[config.mk]
export PLATFORM = sky130hd
export DESIGN_NAME = health_sensor_scheduler
export DESIGN_NICKNAME = d
export VERILOG_FILES = /design/src/rtl/health_pkg.sv /design/src/rtl/abnormality_persist.sv /design/src/rtl/health_sensor_scheduler.sv
export SDC_FILE = /design/constraint.sdc
export NUM_CORES = 1
export LEC_CHECK = 0
export BUFFER_PORTS_ARGS = -buffer_cell sky130_fd_sc_hd__buf_2
export CORE_MARGIN = 2
export CORE_UTILIZATION = 53
export DETAILED_ROUTE_END_ITERATION = 12
export PLACE_DENSITY = 0.79
export SLEW_MARGIN = 30
export SYNTH_ARGS = -nofsm -noshare
export SYNTH_HDL_FRONTEND = slang
export SYNTH_SLANG_ARGS = --single-unit
[constraint.sdc]
create_clock -name clk -period 1.8 [get_ports clk]
set_input_delay 0.18 -clock clk [delete_from_list [all_inputs] [get_ports clk]]
set_output_delay 0.18 -clock clk [all_outputs]
set_load 0.005 [all_outputs]
[src/rtl/health_pkg.sv]
// Shared definitions for the health sensor round scheduler: FSM encoding,
// channel numbering and operand field positions within the 8-bit bus word.
package health_pkg;

   typedef enum logic [2:0] {
      StIdle,
      StReq,
      StGap,
      StEval,
      StCapt
   } schedState_e;

   localparam int unsigned NUM_CH = 5;

   localparam logic [2:0] CH_PRESSURE = 3'd0;
   localparam logic [2:0] CH_BLOOD    = 3'd1;
   localparam logic [2:0] CH_FALL     = 3'd2;
   localparam logic [2:0] CH_GLUCOSE  = 3'd3;
   localparam logic [2:0] CH_TEMP     = 3'd4;

   localparam int unsigned PERSIST_W = 4;

   localparam int unsigned PRESSURE_HI = 5;
   localparam int unsigned PRESSURE_LO = 0;
   localparam int unsigned PH_HI       = 6;
   localparam int unsigned PH_LO       = 3;
   localparam int unsigned TYPE_HI     = 2;
   localparam int unsigned TYPE_LO     = 0;
   localparam int unsigned TEMP_HI     = 3;
   localparam int unsigned TEMP_LO     = 0;

   function automatic logic isLastChannel(logic [2:0] ch);
      return ch == 3'(NUM_CH - 1);
   endfunction

endpackage

[src/rtl/abnormality_persist.sv]
// Persistence filter: an alarm rises only after PERSIST consecutive abnormal
// captures and drops on the first normal one.
module abnormality_persist
   import health_pkg::*;
#(
   parameter int unsigned PERSIST = 3
) (
   input  logic clk,
   input  logic rst,
   input  logic update,
   input  logic flag,
   output logic alarm
);

   localparam logic [PERSIST_W-1:0] Limit = PERSIST_W'(PERSIST);

   logic [PERSIST_W-1:0] cntQ, cntD;

   always_comb begin
      cntD = cntQ;
      if (update) begin
         if (!flag) begin
            cntD = '0;
         end else if (cntQ != Limit) begin
            cntD = cntQ + 1'b1;
         end
      end
   end

   always_ff @(posedge clk) begin
      if (rst) begin
         cntQ <= '0;
      end else begin
         cntQ <= cntD;
      end
   end

   assign alarm = (cntQ == Limit);

endmodule

[src/rtl/health_sensor_scheduler.sv]
// Polls the five sensor channels each round, holds the detector operands for one
// evaluation cycle, then captures and filters the detector results.
module health_sensor_scheduler
   import health_pkg::*;
#(
   parameter int unsigned SAMPLE_PERIOD = 16,
   parameter int unsigned ACK_TIMEOUT   = 8,
   parameter int unsigned PERSIST       = 3
) (
   input  logic       clk,
   input  logic       rst,
   input  logic       enable,
   input  logic       clearFall,
   output logic       sensorReq,
   output logic [2:0] sensorSel,
   input  logic       sensorAck,
   input  logic [7:0] sensorData,
   output logic [5:0] pressureData,
   output logic [3:0] bloodPH,
   output logic [2:0] bloodType,
   output logic [7:0] fdSensorValue,
   output logic [7:0] bloodSensor,
   output logic [3:0] tempSensorValue,
   input  logic       presureAbnormality,
   input  logic       bloodAbnormality,
   input  logic       fallDetected,
   input  logic       temperatureAbnormality,
   input  logic [3:0] glycemicIndex,
   output logic       pressureAlarm,
   output logic       bloodAlarm,
   output logic       tempAlarm,
   output logic       fallAlarm,
   output logic [3:0] glycemicOut,
   output logic       resultValid,
   output logic       sensorFault,
   output logic [2:0] faultChannel
);

   localparam int unsigned PeriodW  = $clog2(SAMPLE_PERIOD);
   localparam int unsigned TimeoutW = $clog2(ACK_TIMEOUT + 1);
   localparam logic [PeriodW-1:0]  PeriodReload = PeriodW'(SAMPLE_PERIOD - 1);
   localparam logic [TimeoutW-1:0] WaitLast     = TimeoutW'(ACK_TIMEOUT - 1);

   schedState_e          stateQ, stateD;
   logic [2:0]           chQ, chD;
   logic [PeriodW-1:0]   periodQ, periodD;
   logic [TimeoutW-1:0]  waitQ, waitD;
   logic                 ackTake, timedOut, chDone, captEdge;

   // An ack in the final wait cycle still wins over the timeout.
   assign ackTake  = (stateQ == StReq) && sensorAck;
   assign timedOut = (stateQ == StReq) && !sensorAck && (waitQ == WaitLast);
   assign chDone   = ackTake || timedOut;
   assign captEdge = (stateQ == StEval);

   always_comb begin
      stateD      = stateQ;
      chD         = chQ;
      waitD       = waitQ;
      periodD     = (periodQ != '0) ? periodQ - 1'b1 : '0;
      sensorReq   = 1'b0;
      sensorSel   = '0;
      resultValid = 1'b0;
      unique case (stateQ)
         StIdle: begin
            if ((periodQ == '0) && enable) begin
               stateD  = StReq;
               chD     = CH_PRESSURE;
               waitD   = '0;
               periodD = PeriodReload;
            end
         end
         StReq: begin
            sensorReq = 1'b1;
            sensorSel = chQ;
            waitD     = waitQ + 1'b1;
            if (chDone) begin
               waitD  = '0;
               stateD = isLastChannel(chQ) ? StEval : StGap;
            end
         end
         StGap: begin
            chD    = chQ + 3'd1;
            stateD = StReq;
         end
         StEval: begin
            stateD = StCapt;
         end
         StCapt: begin
            resultValid = 1'b1;
            stateD      = StIdle;
         end
         default: begin
            stateD = StIdle;
         end
      endcase
   end

   always_ff @(posedge clk) begin
      if (rst) begin
         stateQ  <= StIdle;
         chQ     <= CH_PRESSURE;
         periodQ <= '0;
         waitQ   <= '0;
      end else begin
         stateQ  <= stateD;
         chQ     <= chD;
         periodQ <= periodD;
         waitQ   <= waitD;
      end
   end

   // Operands move only on an accepted ack, so they are stable through EVAL.
   always_ff @(posedge clk) begin
      if (rst) begin
         pressureData    <= '0;
         bloodPH         <= '0;
         bloodType       <= '0;
         fdSensorValue   <= '0;
         bloodSensor     <= '0;
         tempSensorValue <= '0;
      end else if (ackTake) begin
         case (chQ)
            CH_PRESSURE: pressureData <= sensorData[PRESSURE_HI:PRESSURE_LO];
            CH_BLOOD: begin
               bloodPH   <= sensorData[PH_HI:PH_LO];
               bloodType <= sensorData[TYPE_HI:TYPE_LO];
            end
            CH_FALL:    fdSensorValue   <= sensorData;
            CH_GLUCOSE: bloodSensor     <= sensorData;
            CH_TEMP:    tempSensorValue <= sensorData[TEMP_HI:TEMP_LO];
            default: ;
         endcase
      end
   end

   always_ff @(posedge clk) begin
      if (rst) begin
         glycemicOut  <= '0;
         fallAlarm    <= 1'b0;
         sensorFault  <= 1'b0;
         faultChannel <= '0;
      end else begin
         if (captEdge) begin
            glycemicOut <= glycemicIndex;
         end
         if (captEdge && fallDetected) begin
            fallAlarm <= 1'b1;
         end else if (clearFall) begin
            fallAlarm <= 1'b0;
         end
         if (timedOut) begin
            sensorFault  <= 1'b1;
            faultChannel <= chQ;
         end
      end
   end

   abnormality_persist #(.PERSIST(PERSIST)) uPressure (
      .clk    (clk),
      .rst    (rst),
      .update (captEdge),
      .flag   (presureAbnormality),
      .alarm  (pressureAlarm)
   );

   abnormality_persist #(.PERSIST(PERSIST)) uBlood (
      .clk    (clk),
      .rst    (rst),
      .update (captEdge),
      .flag   (bloodAbnormality),
      .alarm  (bloodAlarm)
   );

   abnormality_persist #(.PERSIST(PERSIST)) uTemp (
      .clk    (clk),
      .rst    (rst),
      .update (captEdge),
      .flag   (temperatureAbnormality),
      .alarm  (tempAlarm)
   );

endmodule
; Word-level counts from Yosys, hierarchy flattened
; Index checks and enable logic that the tools add are counted.
; Widths: inputs -> output; s select.
[totals]
output_inout_bits = 50
reg_bits = 68
in_bits = 21
[classes]
muxes = 23
eq_ne = 20
reduce_logical = 25
addsub = 6
[ops]
columns = cell, n
row1 = $mux 4, 11
row2 = $reduce_and 2->1, 11
row3 = $add 4x1->4 const B, 4
row4 = $eq 3x2->1 const B, 4
row5 = $eq 4x2->1 const B, 3
row6 = $mux 3, 4
row7 = $ne 4x2->1 const B, 3
row8 = $pmux 3 s4, 1
row9 = $pmux 4 s2, 1
row10 = $eq 3x1->1 const B, 2
row11 = $eq 3x3->1 const B, 2
row12 = $logic_not 3->1, 2
row13 = $ne 2x1->1 const B, 3
row14 = $pmux 3 s2, 1
row15 = $reduce_bool 2->1, 3
row16 = $logic_and 1x1->1, 5
row17 = $mux 1, 5
row18 = $eq 4x3->1 const B, 1
row19 = $logic_not 4->1, 1
row20 = $ne 2x2->1 const B, 2
row21 = $reduce_bool 4->1, 1
row22 = $sub 4x1->4 const B, 1
row23 = $add 3x1->3 const B, 1
row24 = $logic_not 1->1, 1
row25 = $logic_or 1x1->1, 1

; Depth between registers and ports, before layout
; Gate-level depths: netlist (run 1).
[logic_depth]
word_depth = 6
mapped_depth = 6
depth_no_buf = 5

; Cells and area by module
; From an unflattened synthesis (run 1), not the netlist that was laid out.
[hier_totals]
cells_unflattened = 325
area_unflattened_um2 = 3136.8
[by_module_without_submodules]
columns = mod, area_each_um2, instances, cells_per_inst
row1 = health_sensor_scheduler, 2472.4, 1, 247
row2 = abnormality_persist, 221.5, 3, 26

; Worst setup path after synthesis (run 1)
; Ideal clock, no wire load.
[synth_timing]
kind = reg-to-reg
startpoint = reg stateQ[1]
endpoint = reg waitQ[2]
path_buffers = 2
arrival_time_ns = 1.368
stages_incl_launch_ff = 6
setup_slack_ns = 0.316
setup_ns = 0.116
period_less_slack_ns = 1.484
cell_sequence = dfxtp_1 buf_4 or3_4 or2_0 buf_2 a41o_1
[synth_via]
elab_chain_cells = 6
elab_cells_between_ends = 11
cone_classes = eq/ne (2) / mux (2) / reduce/logical (7)
[synth_lines]
columns = item, line
row1 = "start, declared", health_sensor_scheduler.sv:44  ; schedState_e stateQ, stateD;
row2 = "start signal, assigned", health_sensor_scheduler.sv:101  ; stateQ <= StIdle;
row3 = "start signal, assigned", health_sensor_scheduler.sv:106  ; stateQ <= stateD;
row4 = $eq 3x1->1, "health_sensor_scheduler.sv:51, health_sensor_scheduler.sv:52, health_sensor_scheduler.sv:64"
row5 = $logic_and 1x1->1 (2 in a row), health_sensor_scheduler.sv:52  ; assign timedOut = (stateQ == StReq) && !sensorAck && (waitQ == WaitLast);
row6 = $logic_or 1x1->1, health_sensor_scheduler.sv:53  ; assign chDone = ackTake || timedOut;
row7 = $mux 4, health_sensor_scheduler.sv:77  ; if (chDone) begin
row8 = $pmux 4 s2, health_sensor_scheduler.sv:64  ; unique case (stateQ)
row9 = "end signal, assigned", health_sensor_scheduler.sv:109  ; waitQ <= waitD;
row10 = "end, declared", health_sensor_scheduler.sv:47  ; logic [TimeoutW-1:0] waitQ, waitD;
; Parallel ways exist; a longest one is shown, timed or not.
; A chain may end at the register's enable or synchronous reset.

; Final worst setup path (run 1)
[layout_timing]
startpoint = reg uTemp.cntQ[1]
endpoint = out tempAlarm
[layout_via]
elab_chain_cells = 1
[layout_lines]
columns = item, line
row1 = "start, declared", abnormality_persist.sv:17  ; logic [PERSIST_W-1:0] cntQ, cntD;
row2 = "start signal, assigned", abnormality_persist.sv:34  ; cntQ <= cntD;
row3 = $eq 4x2->1, abnormality_persist.sv:38  ; assign alarm = (cntQ == Limit);
row4 = "end, declared", health_sensor_scheduler.sv:31  ; output logic tempAlarm,
; Every way passes these cells.

==> metrics.md, run 1 <==
| Metric | Value |
|---|---|
| Max incr delay on CP | `just under 500 ps` |
| Met3 Use GR | `3.39%` |
| Vias | `around 2,600` |
| Chip height | `~80 um` |
| CP max-delay cell | `or3b_2` |
| Wire per inst | `13.6 um` |
| Clock Tree Buf Depth | `2` |
| R2R Path Start | `stateQ[1]` |
| Final HPWL DP | `about 4.6 mm` |
| CTS tree | `yes` |
| Crit path cell chain | `ha_2 > or3b_2 > inv_1 > buf_2` |
| F_max | `0.571 GHz` |
| Rows | `27` |
| Main synth FF type | `dfxtp_1` |
| Clock slew at reported path FFs | `around 70 ps` |
| H-tree levels | `3` |
| Max-slew headroom | `about 67%` |
| Synth warn | `0` |
| GR peak layer | `met2` |
| Post-synth net total | `~370` |
| Initial antenna violation count | `0` |
| Die X | `~80 um` |
| Worst reg2reg setup slack | `~200 ps` |
| Min Tclk post-route | `1750 ps` |
| Clk_lat worst skew | `~340 ps` |
| Peak VDD IR | `about 0.00053 V` |
| Critical path depth | `4` |
| Final antenna diode count | `0` |
| Largest net degree at the start of global routing | `42` |
| Synth Register Bits | `68` |
| Worst EP required | `1620 ps` |
| Port Buf Inserts | `70` |
| CP max FO | `4` |
| Worst Setup SP | `uTemp.cntQ[1]` |
| Core Area | `between 5000 and 6000 um^2` |
| Met1 usage | `28.1%` |
| Drt pass-1 iters | `4` |
| Number of CTS-inserted buffers | `9` |
| Startpoint class of the critical path | `flop` |
| P_leak | `approximately 1.8 nW` |
| Crit path DAT | `1570 ps` |
| Drt drc | `0` |
| Drt total wl | `6.49 mm` |
| GPL Wtd Cong | `0.813` |
| Max-cap violation count | `0` |
| First-pass GRT wire length | `between 10 and 15 mm` |
| Total GRT Usage | `about a fifth` |
| Period utilization | `97.3%` |
| Async set-reset flop share out of synthesis | `0%` |
| Hold WC Path Type | `in2reg` |
| Outcome | `finished clean` |
| Sequential-to-total area share from yosys stat | `around 45%` |
| Crit path to | `tempAlarm` |
| Initial core utilization | `between 50% and 60%` |
| Mean cell area of the mapped netlist | `~9.1 um^2` |
| Vias in the first global route | `~2,300` |
| Via-per-instance ratio | `5.38` |
| Setup Crit Path Kind | `reg2out` |
| Syn Inst Count | `about 330` |
| RR Endpoint | `bloodSensor[4]` |
| Synth unique cells | `45` |
| GRT overflow | `0` |
| Post-CTS Setup Bufs | `0` |
| Setup_tns | `0 ps` |
| Syn-to-layout area delta | `21.1%` |
| Post-layout nets | `roughly 430` |
| IO Pins | `71` |
| FF-to-FF path depth | `3` |
| Hold_buf cts | `0` |
| GR Util met2 | `about a third` |
| Mapped Area | `roughly 3000 um^2` |
| Root buffer cell | `clkbuf_8` |
| EDFF count, synth | `0` |
| Pwr Density | `between 900 and 1000 nW/um^2` |
| Layout cells sized above 1 | `around 27%` |
| Final Hold Vio Count | `0` |
| Final setup viols | `0` |
| Top delay family on crit path | `simple AND/OR/NAND/NOR gates` |
| Die area | `about 6300 um^2` |
| Remaining antenna violation count after routing | `0` |
| WP buf/inv | `2` |
| Slew @ Worst Pin | `about 490 ps` |
| Fin. max-slew vios | `0` |
| Layout Skew | `between 4 and 5 ps` |
| Total power | `3.58 mW` |
| Setup crit end kind | `primary output` |
| Drt initial violations | `133` |
| Clock Sinks | `between 60 and 70` |
## how the worst min path moves through the flow
stage,from,slack (ps),end,cells past startpoint
after global routing,glycemicIndex[1],80,glycemicOut[1],3
after detailed placement,glycemicIndex[2],430,glycemicOut[2],3
after global placement,fallDetected,410,fallAlarm,3
final,glycemicIndex[2],70,glycemicOut[2],3
after CTS,glycemicIndex[2],70,glycemicOut[2],3
after floorplan,glycemicIndex[0],320,glycemicOut[0],2
## through the flow
| stage | worst slack [ps] | utilization, % | instances | hold WS, ps | instance area [um^2] |
|---|---|---|---|---|---|
| after global placement | 297 | 62.6 | 463 | 409 | 3450 |
| after detailed placement | 237 | 62.6 | 463 | 428 | 3450 |
| after global routing | -7.92 | 66.7 | 478 | 84.1 | 3670 |
| after CTS | 2.13 | 66.5 | 478 | 65.2 | 3660 |
| after floorplan | 316 | - | 334 | 316 | 3030 |
| final | 48.4 | 66.7 | 478 | 71.2 | 3670 |
## worst register-to-register path, cell delays in order, from the launching register on
cell and delay (ps):
dfxtp_1 510, and4bb_2 350, nand2_1 400, mux2i_1 260
## report_power, final
part	internal [mW]	total [mW]	switching, mW	leakage (nW)
logic	0.268	0.565	0.297	1.10
clock network	0.774	1.36	0.591	0.102
registers	1.58	1.65	0.0727	0.551
total	2.62	3.58	0.961	1.75
## what timing repair did
action / 4_1_cts / 5_1_grt
setup endpoints to repair: 4 / 6
gates cloned: 0 / 0
endpoints found under the hold margin: 0 / 0
gates resized for setup: 1 / 7
## routing by layer
metal / part of all wire [%] / wire length, um / up-vias
met4: 1.3 / 87 / 0
met1: 47 / 3030 / 1189
met2: 48 / 3110 / 66
met3: 4.2 / 270 / 11
li1: - / - / 1307
met5: 0 / 0 / -
## flip-flops by register name, indices dropped and copies added, names as in the netlist, 4 cells and up
signal / flops
glycemicOut: 4
bloodSensor: 8
periodQ: 4
tempSensorValue: 4
uPressure.cntQ: 4
uTemp.cntQ: 4
uBlood.cntQ: 4
waitQ: 4
fdSensorValue: 8
pressureData: 6
bloodPH: 4
## cell families after synthesis
kind of cell    count (synthesis)  synth area share [%]
buf+inv                        33                  4.66
simple gates                  133                  24.0
flops                          68                  44.9
xor+xnor                        1                 0.289
mux                            34                  11.2
fa+ha+maj                      11                  4.54
compound gates                 54                  10.4
## layout by cell type, fill, tap and decap left out, types with 3 or more instances in the layout
cell and n:
nand3_1 11, ha_2 3, ha_1 8, o211ai_1 3, o32ai_1 3, nor2_1 10, a21oi_1 29, nor2b_1 7
mux2i_1 34, inv_1 12, or3b_2 4, nand2b_1 4, or3_1 3, nand4b_1 4, clkbuf_8 9, buf_4 6
dfxtp_2 4, nor4bb_1 3, o21ai_0 12, nand2_1 57, a41o_1 3, nand4_1 7, dfxtp_1 64, buf_2 70
## final cells by class
type | instances | area, um^2
multi-input combinational | 233 | 1540
sequential | 68 | 1370
clock buffer | 9 | 124
fill | 465 | 1830
clock inverter | 6 | 88.8
tap | 72 | 90.1
timing repair buffer | 77 | 415
inverter | 13 | 48.8
## Yosys cell counts (4+ instances only)
cell type   n  area share [%]
a21oi_1    29             4.8
nand4b_1    4             1.2
mux2i_1    34              11
nor2_1     10             1.2
dfxtp_1    68              45
ha_1       11             4.5
buf_2       5            0.82
nand2_1    57             7.1
inv_1      12             1.5
nand3_1    11             1.8
o21ai_0    12             2.0
clkbuf_1   13             1.6
nand2b_1    4            0.82
nor2b_1     7             1.4
or3b_2      5             1.4
nand4_1     7             1.4
No activity file was read; power rests on OpenSTA's default activity.
==> run 2: changes to the inputs <==
- clock period: 1.8 -> 1.93 ns (I/O delays scaled with it)
==> metrics.md, run 2 (same netlist as run 1, synthesis figures left out) <==
| Metric | Value |
|---|---|
| Slew @ Worst Pin | `approximately 480 ps` |
| Setup Crit Path Kind | `reg2out` |
| R2R Path Start | `periodQ[0]` |
| GR peak layer | `met2` |
| Setup_tns | `0 ps` |
| Initial core utilization | `between 50% and 60%` |
| GPL Wtd Cong | `0.781` |
| Outcome | `finished clean` |
| Final instance area | `about 3700 um^2` |
| H-tree levels | `3` |
| Register area | `1360 um^2` |
| Number of CTS-inserted buffers | `9` |
| Most frequent cells in the layout | `70 x buf_2, 67 x dfxtp_1, 57 x nand2_1, 34 x mux2i_1, 29 x a21oi_1` |
| Pre-CTS setup slack | `between 300 and 400 ps` |
| Drt pass-1 iters | `4` |
| Total GRT Usage | `between 20% and 30%` |
| Min Tclk post-route | `roughly 1800 ps` |
| Startpoint class of the critical path | `flop` |
| CP max FO | `4` |
| Hold wc startpoint | `glycemicIndex[3]` |
| Max-cap violation count | `0` |
| Hold WC Path Type | `in2reg` |
| Area of the multi-input gates | `~1500 um^2` |
| Hold Path Depth | `3` |
| Final Hold Vio Count | `0` |
| Final setup viols | `0` |
| RR Endpoint | `waitQ[1]` |
| Largest registers | `bloodSensor: 8 flops, fdSensorValue: 8 flops, pressureData: 6 flops` |
| Fin. max-slew vios | `0` |
| Chip height | `about 80 um` |
| Vias | `~2,600` |
| Worst setup margin | `~130 ps` |
| Die X | `around 80 um` |
| Clock Tree Buf Depth | `2` |
| Pwr Density | `roughly 990 nW/um^2` |
| Period utilization | `between 90% and 100%` |
| Die area | `around 6300 um^2` |
| Peak VDD IR | `0.000509 V` |
| Layout Skew | `about 7.3 ps` |
| Worst reg2reg setup slack | `300 ps` |
| Max-slew headroom | `about two thirds` |
| Clock slew at reported path FFs | `about 80 ps` |
| Met3 Use GR | `5.77%` |
| Setup crit end kind | `primary output` |
| Drt total wl | `between 6 and 7 mm` |
| Rows | `27` |
| Max incr delay on CP | `around 500 ps` |
| IO Pins | `71` |
| Commonest non-fill, non-tap cell in the layout | `buf_2` |
| Root buffer cell | `clkbuf_8` |
| Vias in the first global route | `about 2,400` |
| Crit path cell chain | `ha_1 > or3b_2 > inv_1 > buf_2` |
| Final antenna diode count | `0` |
| Layout cells sized above 1 | `25.4%` |
| Via-per-instance ratio | `~5.4` |
| Worst EP required | `about 1700 ps` |
| First-pass GRT wire length | `approximately 11 mm` |
| GRT overflow | `0` |
| Crit path DAT | `around 1600 ps` |
| Fillcell total | `453` |
| Initial antenna violation count | `0` |
| Clock Sinks | `around 70` |
| Drt initial violations | `between 100 and 150` |
| P_leak | `about 1.8 nW` |
| FF-to-FF path depth | `5` |
| Largest net degree at the start of global routing | `42` |
| GR Util met2 | `36.2%` |
| Min-Delay Endpoint | `glycemicOut[3]` |
| Syn-to-layout area delta | `22.2%` |
| Remaining antenna violation count after routing | `0` |
| Finished Core Util | `about two thirds` |
| Wire per inst | `around 14 um` |
| Final HPWL DP | `4.53 mm` |
| F_max | `0.555 GHz` |
| Port Buf Inserts | `70` |
| CP max-delay cell | `or3b_2` |
| WP buf/inv | `2` |
| Total power | `3.66 mW` |
| Top delay family on crit path | `simple AND/OR/NAND/NOR gates` |
| Hold_buf cts | `0` |
| Placed inst area | `3430 um^2` |
| Clk_lat worst skew | `approximately 340 ps` |
| RSZ-0062 raised after global routing | `no` |
| Post-layout nets | `432` |
| CTS tree | `yes` |
| Core Area | `approximately 5500 um^2` |
| Drt drc | `0` |
| Met1 usage | `approximately 29%` |
run 2: cell type report:
cell class | instances | share of cell area, %
Multi-Input combinational cell | 233 | 41.4
Sequential cell | 68 | 36.8
Timing Repair Buffer | 75 | 10.8
Clock buffer | 10 | 3.71
Clock inverter | 6 | 3.61
Tap cell | 72 | 2.43
Inverter | 13 | 1.32
run 2: worst max path at each step:
stage	start	to	slack, ps	cells after the start
floorplan	stateQ[1]	waitQ[2]	450	5
global placement	chQ[2]	bloodSensor[7]	380	4
detailed placement	periodQ[0]	waitQ[1]	310	5
CTS	stateQ[0]	sensorSel[0]	20	3
global route	uTemp.cntQ[0]	tempAlarm	20	4
finish	uTemp.cntQ[0]	tempAlarm	130	4
run 2: repair_timing:
action / in CTS / in global routing
setup buffers: 0 / 0
endpoints found under the setup margin: 0 / 3
resized for setup: 0 / 2
run 2: worst register-to-register path: cells and delay by family, from the launching register on:
| family | cells | cell delay, ps |
|---|---|---|
| buffers and inverters | 1 | 90 |
| AOI/OAI and AO/OA | 1 | 280 |
| adders and majority gates | 1 | 190 |
| DFF | 1 | 320 |
| and+or+nand+nor | 2 | 650 |
run 2: stage by stage:
| stage | std cells | hold WS (ps) |
|---|---|---|
| floorplan | 334 | 329 |
| global placement | 461 | 420 |
| detailed placement | 461 | 433 |
| CTS | 477 | 74.3 |
| global route | 477 | 87.4 |
| finish | 477 | 80.6 |
run 2: power breakdown:
part / switching [mW] / internal (mW) / total (mW)
combinational: 0.288 / 0.240 / 0.528
sequential: 0.0716 / 1.47 / 1.55
clock: 0.563 / 1.03 / 1.59
run 2: layer usage:
metal	routed length, um	up-vias	part of all wire (%)
li1	-	1302	-
met1	3060	1204	46
met2	3220	59	48
met3	316	7	4.7
met4	74	0	1.1
met5	0	-	0
==> run 3: changes to the inputs <==
- CORE_UTILIZATION: 53 -> 48
- PLACE_DENSITY: 0.79 -> 0.75
- clock period: 1.93 -> 1.55 ns (I/O delays scaled with it)
==> metrics.md, run 3 (same netlist as run 1, synthesis figures left out) <==
| Metric | Value |
|---|---|
| Outcome | `finished clean` |
| Rows | `28` |
| Largest net degree at the start of global routing | `48` |
| Crit path DAT | `1370 ps` |
| Drt pass-1 iters | `4` |
| Initial core utilization | `around 50%` |
| Worst Setup SP | `uPressure.cntQ[1]` |
| Slew @ Worst Pin | `between 400 and 500 ps` |
| Syn-to-layout area delta | `30.4%` |
| Largest registers | `bloodSensor: 8 flops, fdSensorValue: 8 flops, pressureData: 6 flops` |
| First-pass GRT wire length | `~12 mm` |
| Max-slew headroom | `around 70%` |
| Clk_lat worst skew | `about 340 ps` |
| CTS tree | `yes` |
| Drt drc | `0` |
| F_max | `~0.66 GHz` |
| Commonest non-fill, non-tap cell in the layout | `buf_2` |
| Layout cells sized above 1 | `33.5%` |
| Core Area | `~6000 um^2` |
| Worst setup margin | `~26 ps` |
| Die X | `roughly 83 um` |
| P_leak | `around 1.9 nW` |
| Max incr delay on CP | `between 300 and 400 ps` |
| IO Pins | `71` |
| Drt initial violations | `156` |
| Final setup viols | `0` |
| Via-per-instance ratio | `around 5.4` |
| Number of CTS-inserted buffers | `9` |
| Min Tclk post-route | `between 1500 and 2000 ps` |
| Finished Core Util | `approximately two thirds` |
| Setup crit end kind | `primary output` |
| Setup_tns | `0 ps` |
| Total GRT Usage | `slightly above 20%` |
| Port Buf Inserts | `70` |
| Pwr Density | `1130 nW/um^2` |
| Met1 WL | `roughly 3.2 mm` |
| GPL Wtd Cong | `between 0.8 and 0.9` |
| Max-cap violation count | `0` |
| Final antenna diode count | `0` |
| Pre-CTS setup slack | `55.4 ps` |
| Period utilization | `98.3%` |
| Setup Crit Path Kind | `reg2out` |
| Most frequent cells in the layout | `67 x buf_2, 59 x dfxtp_1, 57 x nand2_1, 34 x mux2i_1, 28 x a21oi_1` |
| Routed wl met3 | `between 300 and 400 um` |
| Post-layout nets | `about 450` |
| Hold WC Path Type | `in2reg` |
| Hold_buf cts | `0` |
| RSZ-0062 raised after global routing | `yes` |
| Clock Sinks | `a little under 70` |
| Root buffer cell | `clkbuf_8` |
| H-tree levels | `3` |
| Min Hold Slack | `51.7 ps` |
| Clk pwr share | `about 39%` |
| Vias | `2,727` |
| Chip height | `83.5 um` |
| Combinational Power Share | `approximately 18%` |
| Worst EP required | `around 1400 ps` |
| Initial antenna violation count | `0` |
| Fin. max-slew vios | `0` |
| Startpoint class of the critical path | `flop` |
| Top delay family on crit path | `simple AND/OR/NAND/NOR gates` |
| Drt total wl | `about 7.2 mm` |
| Final HPWL DP | `4.88 mm` |
| R2R Path Start | `stateQ[0]` |
| Final Hold Vio Count | `0` |
| Remaining antenna violation count after routing | `0` |
| Post-Layout Cell Count | `~500` |
| Int Pwr | `approximately 3.3 mW` |
| Critical path depth | `4` |
| CP max FO | `4` |
| WP buf/inv | `2` |
| Metal2 WL | `~3.6 mm` |
| FF-to-FF path depth | `4` |
| Inst Count DP | `470` |
| Peak VDD IR | `0.000909 V` |
| GRT overflow | `0` |
| Clock Tree Buf Depth | `2` |
| Sequential share of power | `a little over two fifths` |
| Crit path cell chain | `ha_4 > or3b_4 > inv_2 > buf_6` |
| Layout Skew | `around 7.1 ps` |
| Sw power | `about 1.2 mW` |
| RR Endpoint | `waitQ[1]` |
| Sw Share | `between 20% and 30%` |
| CP max-delay cell | `or3b_4` |
| Die area | `around 7000 um^2` |
| Vias in the first global route | `2,534` |
| Uppermost layer routed | `met4` |
| Crit path to | `pressureAlarm` |
| Worst reg2reg setup slack | `60 ps` |
| Wire per inst | `about 14 um` |
| Clock slew at reported path FFs | `approximately 70 ps` |
[run 3: changes by cell type in the layout (fill, tap and decap cells not counted), moves of 4 or more]
cell / before / now
dfxtp_4: 0 / 5
ha_1: 11 / 7
dfxtp_1: 67 / 59
buf_4: 4 / 25
[run 3: through the flow]
step           area [um^2]  power [mW]
2_1_floorplan         3030        2.43
6_report              3960        4.47
3_5_place_dp          3490        2.62
3_3_place_gp          3490        2.60
5_1_grt               3960        4.68
4_1_cts               3850        4.40
[run 3: power by group through the flow]
stage	Clock, mW	Sequential, mW	Combinational [mW]
after floorplan	0	1.92	0.511
after global placement	0	1.95	0.647
after detailed placement	0	1.96	0.667
after CTS	1.78	1.92	0.694
after global routing	1.86	1.93	0.890
final	1.76	1.91	0.797
[run 3: how the worst min path moves through the flow]
| stage | slack, ps | endpoint | depth (start not counted) | from |
|---|---|---|---|---|
| after floorplan | 290 | glycemicOut[0] | 2 | glycemicIndex[0] |
| after CTS | 40 | glycemicOut[3] | 3 | glycemicIndex[3] |
| after detailed placement | 390 | fallAlarm | 3 | fallDetected |
| final | 50 | glycemicOut[0] | 3 | glycemicIndex[0] |
| after global placement | 390 | fallAlarm | 3 | fallDetected |
| after global routing | 50 | glycemicOut[3] | 3 | glycemicIndex[3] |
[run 3: worst min-delay path: stages]
cell	delay (ps)
buf_2	90
nand2_1	40
a21oi_1	50
[run 3: final cells by class]
class,count,area [um^2]
sequential,68,1390
multi-input combinational,233,1590
fill,498,2070
clock buffer,10,128
clock inverter,6,113
inverter,13,48.8
timing repair buffer,97,597
tap,75,93.8
[run 3: what timing repair did]
action,4_1_cts,5_1_grt
pin swaps,2,5
resized for setup,20,16
buffers inserted,7,9
setup endpoints to repair,7,12
[run 3: routing by layer]
layer / up-vias / GRT usage (%)
met1: 1305 / 26.4
met5: - / 0
met2: 67 / 34.4
met3: 6 / 3.86
met4: 0 / 8.65
li1: 1349 / -
